**src/rtl/control_hazard.sv**
```systemverilog
// Pipeline hazard unit: tracks register writers in flight, drives load-use stall,
// jump/branch flushes and registered ALU operand forward selects for EX.
module control_hazard #(
    parameter int ADDR_W = 5,
    parameter int CNT_W  = 16
) (
    input  logic              clock,
    input  logic              resetN,
    input  logic              idValid,
    input  logic              idIsFunc,
    input  logic [1:0]        idPcAction,
    input  logic [1:0]        idRegWriteAddrSource,
    input  logic              idRegWriteDataSource,
    input  logic              idReg1AddrSource,
    input  logic [1:0]        idAluData2Source,
    input  logic              idShamtConst16,
    input  logic              idMemWrite,
    input  logic [ADDR_W-1:0] idRs,
    input  logic [ADDR_W-1:0] idRt,
    input  logic [ADDR_W-1:0] idRd,
    input  logic              exBranchTaken,
    output logic              stall,
    output logic              flushIf,
    output logic              flushId,
    output logic [1:0]        forward1Ex,
    output logic [1:0]        forward2Ex,
    output logic [CNT_W-1:0]  stallCount,
    output logic [CNT_W-1:0]  flushCount
);

    typedef enum logic [1:0] {
        PC_INC    = 2'd0,
        PC_JUMP   = 2'd1,
        PC_BRANCH = 2'd2
    } pc_action_e;

    typedef enum logic [1:0] {
        WA_NONE = 2'd0,
        WA_RD   = 2'd1,
        WA_RT   = 2'd2
    } wr_addr_src_e;

    typedef enum logic [1:0] {
        A2_REG   = 2'd0,
        A2_IMM_S = 2'd1,
        A2_IMM_U = 2'd2
    } alu2_src_e;

    typedef enum logic [1:0] {
        FWD_REGFILE = 2'd0,
        FWD_EXMEM   = 2'd1,
        FWD_MEMWB   = 2'd2
    } fwd_sel_e;

    typedef struct packed {
        logic              valid;
        logic [ADDR_W-1:0] dst;
        logic              is_load;
    } track_t;

    // WB is not tracked: the register file is write-before-read, so an
    // instruction in WB is already visible to decode and never forwarded.
    track_t ex_q;
    track_t mem_q;
    track_t dec_entry;

    fwd_sel_e fwd1_q;
    fwd_sel_e fwd2_q;
    fwd_sel_e fwd1_d;
    fwd_sel_e fwd2_d;

    logic [CNT_W-1:0] stall_cnt_q;
    logic [CNT_W-1:0] flush_cnt_q;

    logic [ADDR_W-1:0] dec_dst;
    logic [ADDR_W-1:0] src1;
    logic [ADDR_W-1:0] src2;
    logic              use1;
    logic              use2;
    logic              is_jump;
    logic              load_use;
    logic              ex_load;

    function automatic fwd_sel_e pick_fwd(
        input logic              used,
        input logic [ADDR_W-1:0] src,
        input track_t            ex,
        input track_t            mem
    );
        fwd_sel_e sel;
        sel = FWD_REGFILE;
        if (used) begin
            if (ex.valid && !ex.is_load && ex.dst == src) begin
                sel = FWD_EXMEM;
            end else if (mem.valid && mem.dst == src) begin
                sel = FWD_MEMWB;
            end
        end
        return sel;
    endfunction

    always_comb begin
        dec_dst = '0;
        case (wr_addr_src_e'(idRegWriteAddrSource))
            WA_RD:   dec_dst = idRd;
            WA_RT:   dec_dst = idRt;
            default: dec_dst = '0;
        endcase
    end

    always_comb begin
        dec_entry         = '0;
        dec_entry.valid   = (dec_dst != '0);
        dec_entry.dst     = dec_dst;
        dec_entry.is_load = idRegWriteDataSource;
    end

    always_comb begin
        is_jump = (pc_action_e'(idPcAction) == PC_JUMP);
        src1    = idReg1AddrSource ? idRt : idRs;
        src2    = idRt;
        use1    = !(idShamtConst16 || (is_jump && !idIsFunc));
        use2    = (alu2_src_e'(idAluData2Source) == A2_REG) || idMemWrite;
    end

    always_comb begin
        load_use = ex_q.valid && ex_q.is_load &&
                   ((use1 && ex_q.dst == src1) || (use2 && ex_q.dst == src2));
        stall    = idValid && load_use && !exBranchTaken;
        flushId  = exBranchTaken;
        flushIf  = exBranchTaken || (idValid && is_jump && !stall);
        ex_load  = idValid && !stall && !flushId;
        fwd1_d   = pick_fwd(use1, src1, ex_q, mem_q);
        fwd2_d   = pick_fwd(use2, src2, ex_q, mem_q);
    end

    always_ff @(posedge clock or negedge resetN) begin
        if (!resetN) begin
            ex_q   <= '0;
            mem_q  <= '0;
            fwd1_q <= FWD_REGFILE;
            fwd2_q <= FWD_REGFILE;
        end else begin
            mem_q <= ex_q;
            if (ex_load) begin
                ex_q   <= dec_entry;
                fwd1_q <= fwd1_d;
                fwd2_q <= fwd2_d;
            end else begin
                ex_q   <= '0;
                fwd1_q <= FWD_REGFILE;
                fwd2_q <= FWD_REGFILE;
            end
        end
    end

    always_ff @(posedge clock or negedge resetN) begin
        if (!resetN) begin
            stall_cnt_q <= '0;
            flush_cnt_q <= '0;
        end else begin
            if (stall && stall_cnt_q != '1) begin
                stall_cnt_q <= stall_cnt_q + 1'b1;
            end
            if (flushIf && flush_cnt_q != '1) begin
                flush_cnt_q <= flush_cnt_q + 1'b1;
            end
        end
    end

    assign forward1Ex = fwd1_q;
    assign forward2Ex = fwd2_q;
    assign stallCount = stall_cnt_q;
    assign flushCount = flush_cnt_q;

endmodule

```
**config.mk**
```make
export PLATFORM = sky130hd
export DESIGN_NAME = control_hazard
export DESIGN_NICKNAME = d
export VERILOG_FILES = /design/src/rtl/control_hazard.sv
export SDC_FILE = /design/constraint.sdc
export NUM_CORES = 1
export LEC_CHECK = 0
export CORE_MARGIN = 8
export CORE_UTILIZATION = 35
export CTS_CLUSTER_DIAMETER = 50
export DETAILED_ROUTE_END_ITERATION = 8
export GPL_ROUTABILITY_DRIVEN = 1
export MAX_ROUTING_LAYER = met4
export PLACE_DENSITY = 0.69
export SYNTH_ARGS = -nofsm -noshare
export SYNTH_HDL_FRONTEND = slang
export SYNTH_SLANG_ARGS = --single-unit
```
**constraint.sdc**
```tcl
create_clock -name clock -period 3.52 [get_ports clock]
set_input_delay 0.528 -clock clock [delete_from_list [all_inputs] [get_ports clock]]
set_output_delay 0.528 -clock clock [all_outputs]
set_load 0.02 [all_outputs]
```
# After elaboration in Yosys (flattened, before gate mapping)
# Index checks and enable logic that the tools add are counted.
[classes]
add_sub_neg = 2
multipliers = 0
div = 0
n_lt_le_gt_ge = 0
eq_ne = 9
shift = 0
n_mux = 11
n_bitwise = 0
reduce_logical = 29
[op_table]
columns = ["cell", "n"]
rows = [
  ["16-bit by 1-bit adder with 16-bit output (second input constant)", 2],
  ["16-bit != test (second input constant)", 2],
  ["5-bit equality test", 4],
  ["1-bit logical AND", 18],
  ["2-bit 2-to-1 mux", 8],
  ["5-bit one-hot mux with 2 select lines", 1],
  ["7-bit 2-to-1 mux", 1],
  ["1-bit zero test", 5],
  ["5-bit 2-to-1 mux", 1],
  ["5-bit nonzero test", 1],
  ["2-bit by 1-bit equality test with 1-bit output (second input constant)", 2],
  ["1-bit logical OR", 4],
  ["2-bit equality test (second input constant)", 1],
  ["2-bit zero test", 1],
]
[word_totals]
regBits = 49
latch_bits = 0
ramBits = 0
rom_bits = 0
input_bits = 30
output_inout_bits = 39
memories = 0

# Logic depth before layout (Yosys ltp)
# Gate-level depths: netlist of run 1.
[logic_depth]
depth_word = 13
ltp_mapped = 8
ltp_nobuf = 7

# Worst setup path after synthesis of run 1
# OpenSTA, ideal clock, no wires.
[synth_path]
path_kind = "input to output"
startpoint = "input idReg1AddrSource"
endpoint = "output stall"
arrival_time_ns = 1.987
t_required_ns = 2.992
path_slack_ns = 1.005
stages = 7
path_cell_list = "buf_6 > mux2i_2 > xor2_1 > nand4b_1 > o21ai_4 > buf_6 > nor2b_1"
[synth_via]
elab_chain_cells = 7
[synth_rtl]
columns = ["item", "line", "text"]
rows = [
  ["from (decl)", "14", "input logic idReg1AddrSource,"],
  ["5-bit 2-to-1 mux", "120", "src1 = idReg1AddrSource ? idRt : idRs;"],
  ["5-bit equality test", "128", "((use1 && ex_q.dst == src1) || (use2 && ex_q.dst == src2));"],
  ["1-bit logical AND", "128", ""],
  ["1-bit logical OR", "128", ""],
  ["1-bit logical AND", "127", "load_use = ex_q.valid && ex_q.is_load &&"],
  ["1-bit logical AND (2 in series)", "129", "stall = idValid && load_use && !exBranchTaken;"],
  ["to (decl)", "22", "output logic stall,"],
]
# No other way between the ends.

# Worst setup path after layout of run 1
[layout_path]
startpoint = "input idRt[2]"
endpoint = "output stall"
[layout_via]
elab_chain_cells = 7
word_cells_on_any_way = 9
[layout_rtl]
columns = ["item", "line", "text"]
rows = [
  ["from (decl)", "19", "input logic [ADDR_W-1:0] idRt,"],
  ["5-bit 2-to-1 mux", "120", ""],
  ["5-bit equality test", "128", ""],
  ["1-bit logical AND", "128", ""],
  ["1-bit logical OR (*)", "128", ""],
  ["1-bit logical AND (*)", "127", ""],
  ["1-bit logical AND (*) (2 in series)", "129", ""],
]
# Every way passes the cells marked *; elsewhere a longest branch is shown, timed or not.

==> results of run 1 <==
## cell usage after synthesis (all sizes together), types with 2 or more instances
cell type  instances  area, um2
xnor2             42        368
nor4b              2       17.5
nand2             14       55.1
xor2               7       61.3
inv                2       7.51
buf                8       63.8
nor3               8       40.0
ha                 4       50.1
and3              17        106
nand2b             2       12.5
or4                3       22.5
o21ai              3       26.3
mux2               3       33.8
nand4             16        113
dfrtp             49       1230
and2               4       25.0
nor2               7       26.3
nor2b              2       12.5
a21oi              3       26.3
a22oi              5       37.5
nand3             22        145
mux2i              5       68.8
or3                2       12.5
## area by class of cell
type                            count  area (um2)  area share, %
Timing Repair Buffer               75         731           20.7
Inverter                            2        7.51          0.213
Sequential cell                    49        1230           34.8
Clock inverter                      3        17.5          0.497
Multi-Input combinational cell    182        1350           38.3
Clock buffer                        5        68.8           1.95
Tap cell                           99         124           3.51
## state kept, by name (all words and copies together) (netlist names)
| register | cells |
|---|---|
| mem_q | 6 |
| ex_q | 7 |
| stallCount | 16 |
| forward2Ex | 2 |
| forward1Ex | 2 |
| flushCount | 16 |
## placed cells by master, fill, tap and decap left out, types with 3 or more instances in the layout
master and n:
nand3_2 7, nor2_1 7, nand3_1 15, buf_4 7, nand4_1 14, ha_1 4
nand2_1 13, mux2i_2 5, a22oi_1 5, xor2_1 7, and2_1 4, nor3_1 8
clkbuf_8 5, xnor2_1 42, and3_1 17, or4_1 3, dfrtp_1 49, clkdlybuf4s50_1 66
mux2_1 3
## power groups by stage
stage / Sequential, mW / Combinational [mW] / Clock (mW)
2_1_floorplan: 0.709 / 0.128 / 0
4_1_cts: 0.658 / 0.338 / 0.338
3_5_place_dp: 0.669 / 0.336 / 0
5_1_grt: 0.666 / 0.362 / 0.354
3_3_place_gp: 0.667 / 0.333 / 0
6_report: 0.658 / 0.332 / 0.318
## layer usage
layer  track usage, %  routed length, um  vias up
met5                -                  0        -
met1             15.3               2750     1019
met4             3.34                 58        0
li1                 -                  -     1006
met3             3.11                353        5
met2             18.7               2820       49
## critical path: stages
cell	delay, ns
clkdlybuf4s50_1	0.54
xnor2_1	0.14
nand2_1	0.13
or4_1	0.54
o21ai_4	0.09
nor2b_1	0.20
clkdlybuf4s50_1	0.64
## metrics by stage
step / instance area [um2] / setup slack (ns) / utilization (%) / std cells
after global routing: 3530 / 0.0467 / 48.4 / 415
after floorplan: 2650 / 1.00 / - / 241
after global placement: 3440 / 0.0857 / 47.1 / 407
after CTS: 3520 / 0.0703 / 48.3 / 415
final: 3530 / 0.191 / 48.4 / 415
after detailed placement: 3440 / 0.0702 / 47.1 / 407
## what timing repair did
| action | in CTS | in global routing |
|---|---|---|
| setup buffers | 0 | 0 |
| setup endpoints to repair | 0 | 1 |
| resized for setup | 0 | 1 |
## cells by family after synthesis
group / after synthesis / synth area share (%)
adders and majority gates: 4 / 1.89
xor gates and xnor gates: 49 / 16.2
AOI/OAI and AO/OA: 16 / 5.10
buffers and inverters: 10 / 2.69
DFF: 49 / 46.3
muxes: 8 / 3.87
and+or+nand+nor: 105 / 23.9
## final timing paths
check                              startpoint             to  cells past startpoint
worst max-delay path                  idRt[2]          stall                      7
worst min-delay path                   resetN  forward1Ex[0]                      1
worst max register to register  flushCount[7]  flushCount[1]                      6
worst min register to register        ex_q[6]       mem_q[6]                      0
max in group asynchronous              resetN       mem_q[2]                      1
min in group clock                    ex_q[6]       mem_q[6]                      0
==> metrics.txt, run 1 <==
outcome=complete, no violations; fin crit period=between 3 and 4 ns; PortBufs=68; worst path required time=between 2 and 3 ns; Layout area overhead=33.1%; clock share of power=approximately a quarter; Design Power=roughly 1.3 mW; CTS Hold Bufs=0; clock buffer depth=2; critical path capture point type=output port; Root Driver=clkbuf_8; # clock sinks=49; Slew Viols, Final=0; TritonRoute pass-1 iters=5; core area=0.00729 mm2; final setup fails=0; Psw=a little under 0.4 mW; Hold WS=about 0.42 ns; DRT antenna net count=0; layout cell share with drive strength beyond 1=10.8%; Cell Int Power=slightly above 0.9 mW; Final #Nets=about 350; Final Hold Fails=0; Global Route Usage Sum=~12%; relative slew slack=28.5%; combinational fraction of design power=approximately a quarter; Avg WL per Cell=about 14 um; Die X=roughly 100 um; Clock Latency Late Sink=approximately 0.3 ns; clock-pin slew on the worst setup and hold paths=approximately 0.090 ns; Initial Util=between 30% and 40%; detailed placement HPWL=4.67 mm; DRC viols=0; post-synth cell types=between 40 and 50; critical path type=in2out; period utilization=approximately 95%; first-pass GRT wire length=a little under 10 mm; FF-to-FF setup slack=~1.3 ns; critical path peak fanout=3; power per cell area=371 mW/mm2; CTS Buf Count=5; Async S/R FF share, synth=100%; Peak VDD IR=approximately 0.00033 V; Synth Flop Type=dfrtp_1; P_leak=~1.4 nW; Synth Instances=241; Max-Cap Viols=0; #FFs+latches synth=49; Syn Nets=approximately 280; area of the die=about 0.011 mm2; GRT overflow=0; average size of a mapped cell=11.0 um2; vias in the first global route=slightly above 2000; setup TNS=0 ns; Fmax=around 0.3 GHz; largest net degree at the start of global routing=50; Critical Path Source Type=primary input; register area share after synthesis=between 40 and 50%; Final Skew=0.00649 ns; number of top-level pins=69; wirelength, routed=between 5 and 6 mm; CTS tree=done; DRT iter0 DRCs=between 70 and 80; CP Data Arrival Time=between 2 and 3 ns; via count=a little over 2000; die height=between 100 and 150 um; initial antenna violation count=0; Reg power frac=approximately 50%; # fillers=around 730; Final GP Congestion=slightly above 0.9; Sw Ratio=29.9%; Vias per Instance=5.01; yosys warns=0; Netlist Area Pre-Place=between 0.002 and 0.003 mm2; ANT cells=0; Post-synth EDFFs=0; Core Rows=31; RSZ-0062 raised after global routing=false; H-tree depth=2; Worst Hold Class=in2async; Slew @ Worst Pin=1.07 ns
(Power assumes the default switching activity.)
==> inputs of run 2 (changes only) <==
ABC_CLOCK_PERIOD_IN_PS = 3520   (was not set)
RECOVER_POWER = 100   (was not set)
TNS_END_PERCENT = 50   (was not set)
==> run 2 against run 1 <==
The run now ends with capacitance limit, slew limit left. Sequential power barely moved. Routed wire length barely moved. Combinational power fell by 5%. Critical path depth did not move. Worst setup slack improved by 0.0035 ns. Flip-flop and latch count did not move. Total power fell by 1.3%. Maximum frequency rose by 0.10%. Hold slack improved by 0.010 ns. Via count rose by 0.29%. Critical path type unchanged. Highest routed layer unchanged.
==> metrics.txt, run 2 (synthesis results as in run 1) <==
Final Skew=0.00645 ns (-0.0000403 ns); CP Data Arrival Time=2.80 ns (about the same); clock-pin slew on the worst setup and hold paths=0.09 ns (about the same); Worst Hold End=mem_q[6]; R2R Path End=stallCount[1]; final worst setup slack=0.195 ns (+0.00347 ns); CTS Buf Count=5 (unchanged); CTS tree=done; layout cell share with drive strength beyond 1=8.54% (-2.2 points); Layout area overhead=32.4%; DRC viols=0 (unchanged); core area=0.00729 mm2 (unchanged); period utilization=94.5% (-0.098 points); Hold Path Origin=ex_q[6]; GRT overflow=0 (unchanged); area of the die=0.0106 mm2 (unchanged); pre-CTS WS=0.0702 ns (unchanged); Core Rows=31 (unchanged); clock buffer depth=2 (unchanged); DRT iter0 DRCs=85 (+10%); critical path capture point type=output port; Slew @ Worst Pin=2.60 ns (+1.52 ns); final setup fails=0 (unchanged); Vias per Instance=5.02 (+0.29%); H-tree depth=2 (unchanged); critical path type=in2out; via count=2085 (+0.29%); Final Hold Fails=0 (unchanged); Avg WL per Cell=14.4 um (about the same); worst path required time=2.99 ns (about the same); wirelength, routed=5.99 mm (about the same); Die X=103 um (unchanged); failing checks=capacitance limit, slew limit; RSZ-0062 raised after global routing=false; CP most frequent cell=clkdlybuf4s50_1; # fillers=735 (+0.96%); crit path max-delay cell type=clkdlybuf4s50_1; # clock sinks=49 (unchanged); Fmax=0.301 GHz (+0.10%); initial antenna violation count=0 (unchanged); Critical Path Source Type=primary input; Reg power frac=50.7% (+0.4 points); Final #Nets=349 (unchanged); first-pass GRT wire length=9.94 mm (unchanged); Worst Hold Class=reg2reg; Initial Util=36.3% (unchanged); detailed placement HPWL=4.67 mm (unchanged); setup bufs post-CTS=0 (unchanged); outcome=finished, violations left; Sw Ratio=30.3% (+0.36 points); Global Route Usage Sum=12.1% (unchanged); Hold Path Cell Cnt=0; combinational fraction of design power=24.4% (-1.0 points); Max stage delay on crit path=0.64 ns (about the same); P_leak=1.53 nW (+6.6%); CTS Hold Bufs=0 (unchanged); Psw=0.391 mW (about the same); setup TNS=0 ns (unchanged); vias in the first global route=2078 (unchanged); Final GP Congestion=0.922 (unchanged); most frequent cells in the layout=dfrtp_1, xnor2_1, dlygate4sd3_1, clkdlybuf4s50_1, and3_1; clock share of power=24.8% (+0.5 points); die height=103 um (unchanged); FF-to-FF setup slack=0.92 ns (-0.33 ns); DRT antenna net count=0 (unchanged); critical path peak fanout=4 (+1); relative slew slack=-73.1% (-100 points); most common cell after layout, fill and taps aside=dfrtp_1; ANT cells=0 (unchanged); post-CTS resize count=0 (unchanged); Slew Viols, Final=50 (+50); Max-Cap Viols=1 (+1); R2R Path Start=ex_q[1]; largest net degree at the start of global routing=50 (unchanged); fin crit period=3.33 ns (-0.00347 ns); r2r worst-path depth=7 (+1); Clock Latency Late Sink=0.30 ns (about the same); power per cell area=368 mW/mm2 (-0.71%); TritonRoute pass-1 iters=4 (-1); Peak VDD IR=0.000309 V (-6.2%); Root Driver=clkbuf_8; number of top-level pins=69 (unchanged); PortBufs=68 (unchanged); Cell Int Power=0.900 mW (-1.8%); critical-path cell list=clkdlybuf4s50_1, xnor2_1, nand3_1, or4_1, o21ai_4, nor2b_1, clkdlybuf4s50_1
## run 2: how the worst max path moves through the flow
stage | start | to | slack [ns] | cells after the start
CTS | idReg1AddrSource | stall | 0.07 | 7
floorplan | idReg1AddrSource | stall | 1.00 | 7
global placement | idReg1AddrSource | stall | 0.09 | 7
global route | idRt[4] | flushIf | 0.05 | 7
detailed placement | idReg1AddrSource | stall | 0.07 | 7
finish | idRt[0] | stall | 0.19 | 7
## run 2: stage by stage
stage | cells | utilization, % | power (mW) | hold WS, ns | cell area (um2)
final | 415 | 48.1 | 1.29 | 0.433 | 3510
after global routing | 415 | 48.1 | 1.36 | 0.448 | 3510
after CTS | 415 | 48.3 | 1.33 | 0.434 | 3520
after detailed placement | 407 | 47.1 | 1.01 | 0.414 | 3440
after global placement | 407 | 47.1 | 1.00 | 0.407 | 3440
after floorplan | 241 | - | 0.836 | 0.232 | 2650
## run 2: power by group through the flow
stage / logic, mW / clock network, mW / registers (mW)
CTS: 0.338 / 0.338 / 0.658
global placement: 0.333 / 0 / 0.667
global route: 0.345 / 0.354 / 0.664
detailed placement: 0.336 / 0 / 0.669
floorplan: 0.128 / 0 / 0.709
finish: 0.316 / 0.321 / 0.655
## run 2: critical path, delay by kind of cell
| family | cells | cell delay [ns] |
|---|---|---|
| compound gates | 1 | 0.09 |
| xor+xnor | 1 | 0.15 |
| buf+inv | 2 | 1.19 |
| simple gates | 3 | 0.84 |
## run 2: layout make-up
cell class / count / area, um2 / area share, %
clock inverter: 3 / 17.5 / 0.500
sequential: 49 / 1230 / 35.0
inverter: 2 / 7.51 / 0.214
tap: 99 / 124 / 3.53
clock buffer: 5 / 68.8 / 1.96
timing repair buffer: 75 / 718 / 20.5
multi-input combinational: 182 / 1340 / 38.3
## run 2: layer usage
metal / vias up / part of all wire, % / track usage, %
li1: 1010 / - / -
met2: 50 / 48 / 18.7
met5: - / 0 / -
met1: 1020 / 45 / 15.3
met3: 5 / 6.1 / 3.11
met4: 0 / 0.97 / 3.34
